$ cat src/rtl/fetch_pkg.sv
// Shared definitions for the instruction-fetch stage: FSM state encoding,
// the canonical NOP word and the default reset PC.
package fetch_pkg;

  typedef enum logic [1:0] {
    FETCH = 2'd0,
    HOLD  = 2'd1,
    DROP  = 2'd2
  } fetch_state_t;

  // addi x0, x0, 0
  localparam logic [31:0] NOP_INSTR      = 32'h0000_0013;
  localparam logic [31:0] FETCH_RESET_PC = 32'h0000_0000;

endpackage

$ cat src/rtl/fetch_pc_reg.sv
// pc_reg: WIDTH-bit program-counter register with load enable and
// asynchronous active-high reset to RESET_PC.
//   CLK, RST   clock / async reset
//   en_i       load d_i on the rising edge
//   d_i        next PC value
//   q_o        current PC
module pc_reg #(
  parameter int unsigned       WIDTH    = 32,
  parameter logic [WIDTH-1:0]  RESET_PC = '0
) (
  input  logic             CLK,
  input  logic             RST,
  input  logic             en_i,
  input  logic [WIDTH-1:0] d_i,
  output logic [WIDTH-1:0] q_o
);

  logic [WIDTH-1:0] pc_q;

  always_ff @(posedge CLK or posedge RST) begin
    if (RST) begin
      pc_q <= RESET_PC;
    end else if (en_i) begin
      pc_q <= d_i;
    end
  end

  assign q_o = pc_q;

endmodule

$ cat src/rtl/fetch_unit.sv
// fetch_unit: instruction-fetch stage. Owns the PC, keeps at most one
// instruction-memory request outstanding, and presents InstrF/PCF/PCPlus4F.
//   CLK, RST             clock / async active-high reset
//   StallF               hold the current fetch
//   PCSrcE, PCTargetE    execute-stage redirect (target bits [1:0] ignored)
//   IMemReq, IMemAddr    memory request (address stable until IMemValid)
//   IMemValid, IMemRData memory response
//   InstrF, PCF, PCPlus4F, ValidF  outputs to the fetch->decode register
module fetch_unit
  import fetch_pkg::*;
#(
  parameter int unsigned      WIDTH    = 32,
  parameter logic [WIDTH-1:0] RESET_PC = WIDTH'(FETCH_RESET_PC)
) (
  input  logic             CLK,
  input  logic             RST,
  input  logic             StallF,
  input  logic             PCSrcE,
  input  logic [WIDTH-1:0] PCTargetE,
  output logic             IMemReq,
  output logic [WIDTH-1:0] IMemAddr,
  input  logic             IMemValid,
  input  logic [WIDTH-1:0] IMemRData,
  output logic [WIDTH-1:0] InstrF,
  output logic [WIDTH-1:0] PCF,
  output logic [WIDTH-1:0] PCPlus4F,
  output logic             ValidF
);

  localparam logic [WIDTH-1:0] NOP = WIDTH'(NOP_INSTR);

  fetch_state_t     state_q;
  logic [WIDTH-1:0] buf_q;
  logic [WIDTH-1:0] tgt_q;
  // Low for the cycle between reset release and the first clock edge, so the
  // first request appears in the first full cycle after reset.
  logic             active_q;

  logic [WIDTH-1:0] pc_q;
  logic [WIDTH-1:0] pc_plus4;
  logic [WIDTH-1:0] tgt_in;
  logic             pc_en;
  logic [WIDTH-1:0] pc_d;

  assign tgt_in   = {PCTargetE[WIDTH-1:2], 2'b00};
  assign pc_plus4 = pc_q + WIDTH'(4);

  pc_reg #(
    .WIDTH    (WIDTH),
    .RESET_PC (RESET_PC)
  ) u_pc_reg (
    .CLK  (CLK),
    .RST  (RST),
    .en_i (pc_en),
    .d_i  (pc_d),
    .q_o  (pc_q)
  );

  assign IMemReq  = active_q && (state_q != HOLD);
  assign IMemAddr = pc_q;
  assign PCF      = pc_q;
  assign PCPlus4F = pc_plus4;

  // Output muxes and next-PC selection.
  always_comb begin
    ValidF = 1'b0;
    InstrF = NOP;
    pc_en  = 1'b0;
    pc_d   = pc_q;
    unique case (state_q)
      FETCH: begin
        if (IMemReq && IMemValid) begin
          if (PCSrcE) begin
            pc_en = 1'b1;
            pc_d  = tgt_in;
          end else begin
            ValidF = 1'b1;
            InstrF = IMemRData;
            if (!StallF) begin
              pc_en = 1'b1;
              pc_d  = pc_plus4;
            end
          end
        end
      end
      HOLD: begin
        if (PCSrcE) begin
          pc_en = 1'b1;
          pc_d  = tgt_in;
        end else begin
          ValidF = 1'b1;
          InstrF = buf_q;
          if (!StallF) begin
            pc_en = 1'b1;
            pc_d  = pc_plus4;
          end
        end
      end
      DROP: begin
        // Stale response is discarded; a same-cycle redirect beats the saved one.
        if (IMemValid) begin
          pc_en = 1'b1;
          pc_d  = PCSrcE ? tgt_in : tgt_q;
        end
      end
      default: begin
        ValidF = 1'b0;
      end
    endcase
  end

  always_ff @(posedge CLK or posedge RST) begin
    if (RST) begin
      state_q  <= FETCH;
      buf_q    <= NOP;
      tgt_q    <= '0;
      active_q <= 1'b0;
    end else begin
      active_q <= 1'b1;
      unique case (state_q)
        FETCH: begin
          if (active_q) begin
            if (IMemValid) begin
              if (!PCSrcE && StallF) begin
                buf_q   <= IMemRData;
                state_q <= HOLD;
              end
            end else if (PCSrcE) begin
              tgt_q   <= tgt_in;
              state_q <= DROP;
            end
          end
        end
        HOLD: begin
          if (PCSrcE || !StallF) begin
            state_q <= FETCH;
          end
        end
        DROP: begin
          if (IMemValid) begin
            state_q <= FETCH;
          end else if (PCSrcE) begin
            tgt_q <= tgt_in;
          end
        end
        default: begin
          state_q <= FETCH;
        end
      endcase
    end
  end

endmodule

$ cat config.mk
export PLATFORM = sky130hd
export DESIGN_NAME = fetch_unit
export DESIGN_NICKNAME = d
export VERILOG_FILES = /design/src/rtl/fetch_pkg.sv /design/src/rtl/fetch_pc_reg.sv /design/src/rtl/fetch_unit.sv
export SDC_FILE = /design/constraint.sdc
export NUM_CORES = 1
export LEC_CHECK = 0
export CAP_MARGIN = 20
export CELL_PAD_IN_SITES_DETAIL_PLACEMENT = 0
export CELL_PAD_IN_SITES_GLOBAL_PLACEMENT = 1
export CORE_MARGIN = 2
export CORE_UTILIZATION = 30
export DETAILED_ROUTE_END_ITERATION = 10
export GPL_TIMING_DRIVEN = 0
export PLACE_DENSITY_LB_ADDON = 0.1
export SLEW_MARGIN = 20
export SYNTH_ARGS = -nofsm -noshare
export SYNTH_HDL_FRONTEND = slang
export SYNTH_SLANG_ARGS = --single-unit
$ cat constraint.sdc
create_clock -name CLK -period 10.1 [get_ports CLK]
set_clock_uncertainty 0.15 [all_clocks]
set_input_delay 2.525 -clock CLK [delete_from_list [all_inputs] [get_ports CLK]]
set_output_delay 2.525 -clock CLK [all_outputs]
set_load 0.02 [all_outputs]
==> flow_metrics.env <==
export IMPL_outcome="complete, no violations"
export IMPL_fin_tns_setup_ps=0
export IMPL_hold_buffers=0
export IMPL_grt_max_degree=71
export IMPL_fmax_mhz=123.5
export IMPL_drive_gt1_share_pct=16.90
export IMPL_start_util_pct=30.48
export IMPL_netlist_area_um2=5932
export IMPL_drtIter0Drc=294
export IMPL_core_region_area_um2=19460
export IMPL_cts_clk_slew_worst_paths_ps=70
export IMPL_port_buffers=196
export IMPL_cts_htree_levels=3
export IMPL_core_rowCount=51
export IMPL_clkSinkCount=99
export IMPL_crit_chain="clkdlybuf4s50_1 > clkbuf_1 > nor4_1 > clkbuf_1 > buf_1 > a22o_1 > clkdlybuf4s50_1"
export IMPL_post_cts_resized=0
export IMPL_p_leak_nw=3.356
export IMPL_crit_fanout=10
export IMPL_yosysUniqueCellTypes=57
export IMPL_slew_limit_headroom_pct=35.42
export IMPL_drv_slew=0
export IMPL_cp_start_kind="primary input"
export IMPL_cap_viol_max_count=0
export IMPL_fin_hold_ws_ps=340.9
export IMPL_drc=0
export IMPL_via_count=5473
export IMPL_clock_root_buffer="clkbuf_16"
export IMPL_die_y_um=144.6
export IMPL_cts_tree="built"
export IMPL_min_delay_path_class="reg -> reg"
export IMPL_grt_pass1_vias=5561
export IMPL_cpPeakStageDelay_ps=620
export IMPL_cts_buffer_depth=2
export IMPL_avgSynthCellArea_um2=10.12
export IMPL_area_growth_syn_to_layout_pct=44.53
export IMPL_grt_usage_pct=19.00
export IMPL_clk_latency_ps=350
export IMPL_ys_flop_type="dfrtp_1"
export IMPL_peakVddDrop_mv=0.1002
export IMPL_synth_edf_count=0
export IMPL_setup_viol_count_final=0
export IMPL_ys_ff_latch=99
export IMPL_synth_async_reset_ratio_pct=100.0
export IMPL_yosysSeqAreaShare_pct=41.83
export IMPL_antenna_found_initial=0
export IMPL_hold_violations=0
export IMPL_period_needed_ps=8098
export IMPL_placedInstanceArea_um2=8258
export IMPL_hpwl_um=14380
export IMPL_required_ps=7430
export IMPL_final_period_utilization_pct=80.18
export IMPL_syn_inst=586
export IMPL_die_area_um2=20910
export IMPL_place_gp_congestion=0.8039
export IMPL_wire_per_inst_um=18.40
export IMPL_worstPathArrival_ps=5420
export IMPL_grt_ovfl_total=0
export IMPL_critPathKind="in -> out"
export IMPL_wl_um=19600
export IMPL_numCtsBuffers=9
export IMPL_synth_top_area_share_pct=40.50
export IMPL_cts_setup_buffers=0
export IMPL_rsz0062_at_grt="false"
export IMPL_nets=864
export IMPL_drtPass1Iterations=4
export IMPL_vias_per_cell=5.139
export IMPL_synth_net_count=656
export IMPL_endpoint_kind="output pin"
export IMPL_cpMaxStageDelayCell="clkdlybuf4s50_1"
export IMPL_tightest_slew_ps=960.8
export IMPL_netlist_top_cells_area="dfrtp_1 (40%), mux2_2 (12%), a22o_1 (4.9%)"
export IMPL_grt_pass1_wl_um=30440
export IMPL_io_pins=199
export IMPL_final_util_pct=44.05
export IMPL_design_area_um2=8573
export IMPL_yosysWarnings=0
export IMPL_die_w_um=144.6
export IMPL_power_density_nw_per_um2=199.6
export IMPL_ant_nets=0
export IMPL_synth_area_leader_cell="dfrtp_1"
==> kinds of logic after synthesis <==
group	share of synthesized area, %
and+or+nand+nor	14.36
AOI/OAI and AO/OA	16.77
DFF	41.83
buffers and inverters	8.142
muxes	14.49
xor gates and xnor gates	4.134
adders and majority gates	0.2109
other	0.06322
==> final timing paths <==
| check | startpoint | to | slack (ps) | depth (start not counted) |
|---|---|---|---|---|
| hold / removal | tgt_q[29] | tgt_q[29] | 340 | 1 |
| setup reg to reg | state_q[1] | u_pc_reg.q_o[5] | 7360 | 8 |
| hold reg to reg | tgt_q[29] | tgt_q[29] | 340 | 1 |
| min in group asynchronous | RST | buf_q[16] | 2370 | 2 |
| setup / recovery | PCSrcE | InstrF[5] | 2000 | 7 |
| max in group asynchronous | RST | buf_q[1] | 6750 | 3 |
==> critical path: cells and delay by family <==
family	cells	cell delay, ps
buffers and inverters	5	2120
and+or+nand+nor	1	530
AOI/OAI and AO/OA	1	230
==> cell usage in the layout, fill, tap and decap left out, types with 5 or more instances in the layout <==
cell	Yosys	layout
a22o_1	33	33
clkdlybuf4s50_1	0	196
dfrtp_1	96	96
mux2_2	61	61
o21ai_0	30	30
clkbuf_1	29	29
xnor2_1	22	22
nor3_1	6	6
nand4_1	11	11
nor4_1	6	6
xor2_1	6	6
nand3_1	18	18
or3_1	17	17
mux2i_1	15	15
a21oi_1	9	9
buf_2	11	11
o211ai_1	17	17
clkbuf_16	0	9
buf_4	34	34
nand2b_1	16	16
inv_1	12	11
and3_1	8	8
o311ai_0	6	6
nand2_1	37	37
a221oi_1	6	6
o2bb2ai_1	6	6
nor2_1	14	14
buf_1	5	5
==> power breakdown <==
| part | leakage [nW] | switching, mW | total [mW] | internal, mW |
|---|---|---|---|---|
| combinational | 2.03 | 0.361 | 0.750 | 0.388 |
| clock | 0.153 | 0.167 | 0.369 | 0.202 |
| sequential | 1.17 | 0.102 | 0.593 | 0.492 |
| total | 3.36 | 0.630 | 1.71 | 1.08 |
==> per-layer routing <==
layer	wire (um)	global-route usage [%]	up-vias
met1	8131	23.84	2721
li1	-	-	2541
met5	0	0	-
met2	9538	31.30	183
met4	454	6.796	0
met3	1473	5.331	28
==> sequential cells by signal (all words and copies together), names as in the netlist <==
register / flops
tgt_q: 32
state_q: 2
u_pc_reg.q_o: 32
buf_q: 32
active_q: 1
==> stage by stage <==
stage / power [mW] / cells / setup slack (ps)
after floorplan: 1.008 / 586 / 3444
after global placement: 1.340 / 1047 / 1980
after detailed placement: 1.357 / 1048 / 1909
after CTS: 1.730 / 1064 / 1893
after global routing: 1.806 / 1064 / 1702
final: 1.712 / 1065 / 2002
==> synthesized netlist by cell type (3+ instances only) <==
| master | n |
|---|---|
| dfrtp_1 | 96 |
| mux2_2 | 61 |
| nand2_1 | 37 |
| buf_4 | 34 |
| a22o_1 | 33 |
| o21ai_0 | 30 |
| clkbuf_1 | 29 |
| xnor2_1 | 22 |
| nand3_1 | 18 |
| o211ai_1 | 17 |
| or3_1 | 17 |
| nand2b_1 | 16 |
| mux2i_1 | 15 |
| nor2_1 | 14 |
| inv_1 | 12 |
| buf_2 | 11 |
| nand4_1 | 11 |
| a21oi_1 | 9 |
| and3_1 | 8 |
| a221oi_1 | 6 |
| nor3_1 | 6 |
| nor4_1 | 6 |
| o2bb2ai_1 | 6 |
| o311ai_0 | 6 |
| xor2_1 | 6 |
| buf_1 | 5 |
| a21o_1 | 4 |
| and2_1 | 4 |
| nor2b_1 | 4 |
| a31oi_1 | 3 |
| dfstp_2 | 3 |
| o22a_1 | 3 |
| or4_1 | 3 |
==> area by class of cell <==
cell class / count / area [um2]
Antenna cell: 1 / 2.502
Buffer: 79 / 437.9
Clock buffer: 10 / 239.0
Clock inverter: 6 / 73.82
Fill cell: 1892 / 10890
Inverter: 12 / 50.05
Multi-Input combinational cell: 396 / 2968
Sequential cell: 99 / 2481
Tap cell: 265 / 331.6
Timing Repair Buffer: 197 / 1989
(Power assumes the default switching activity.)
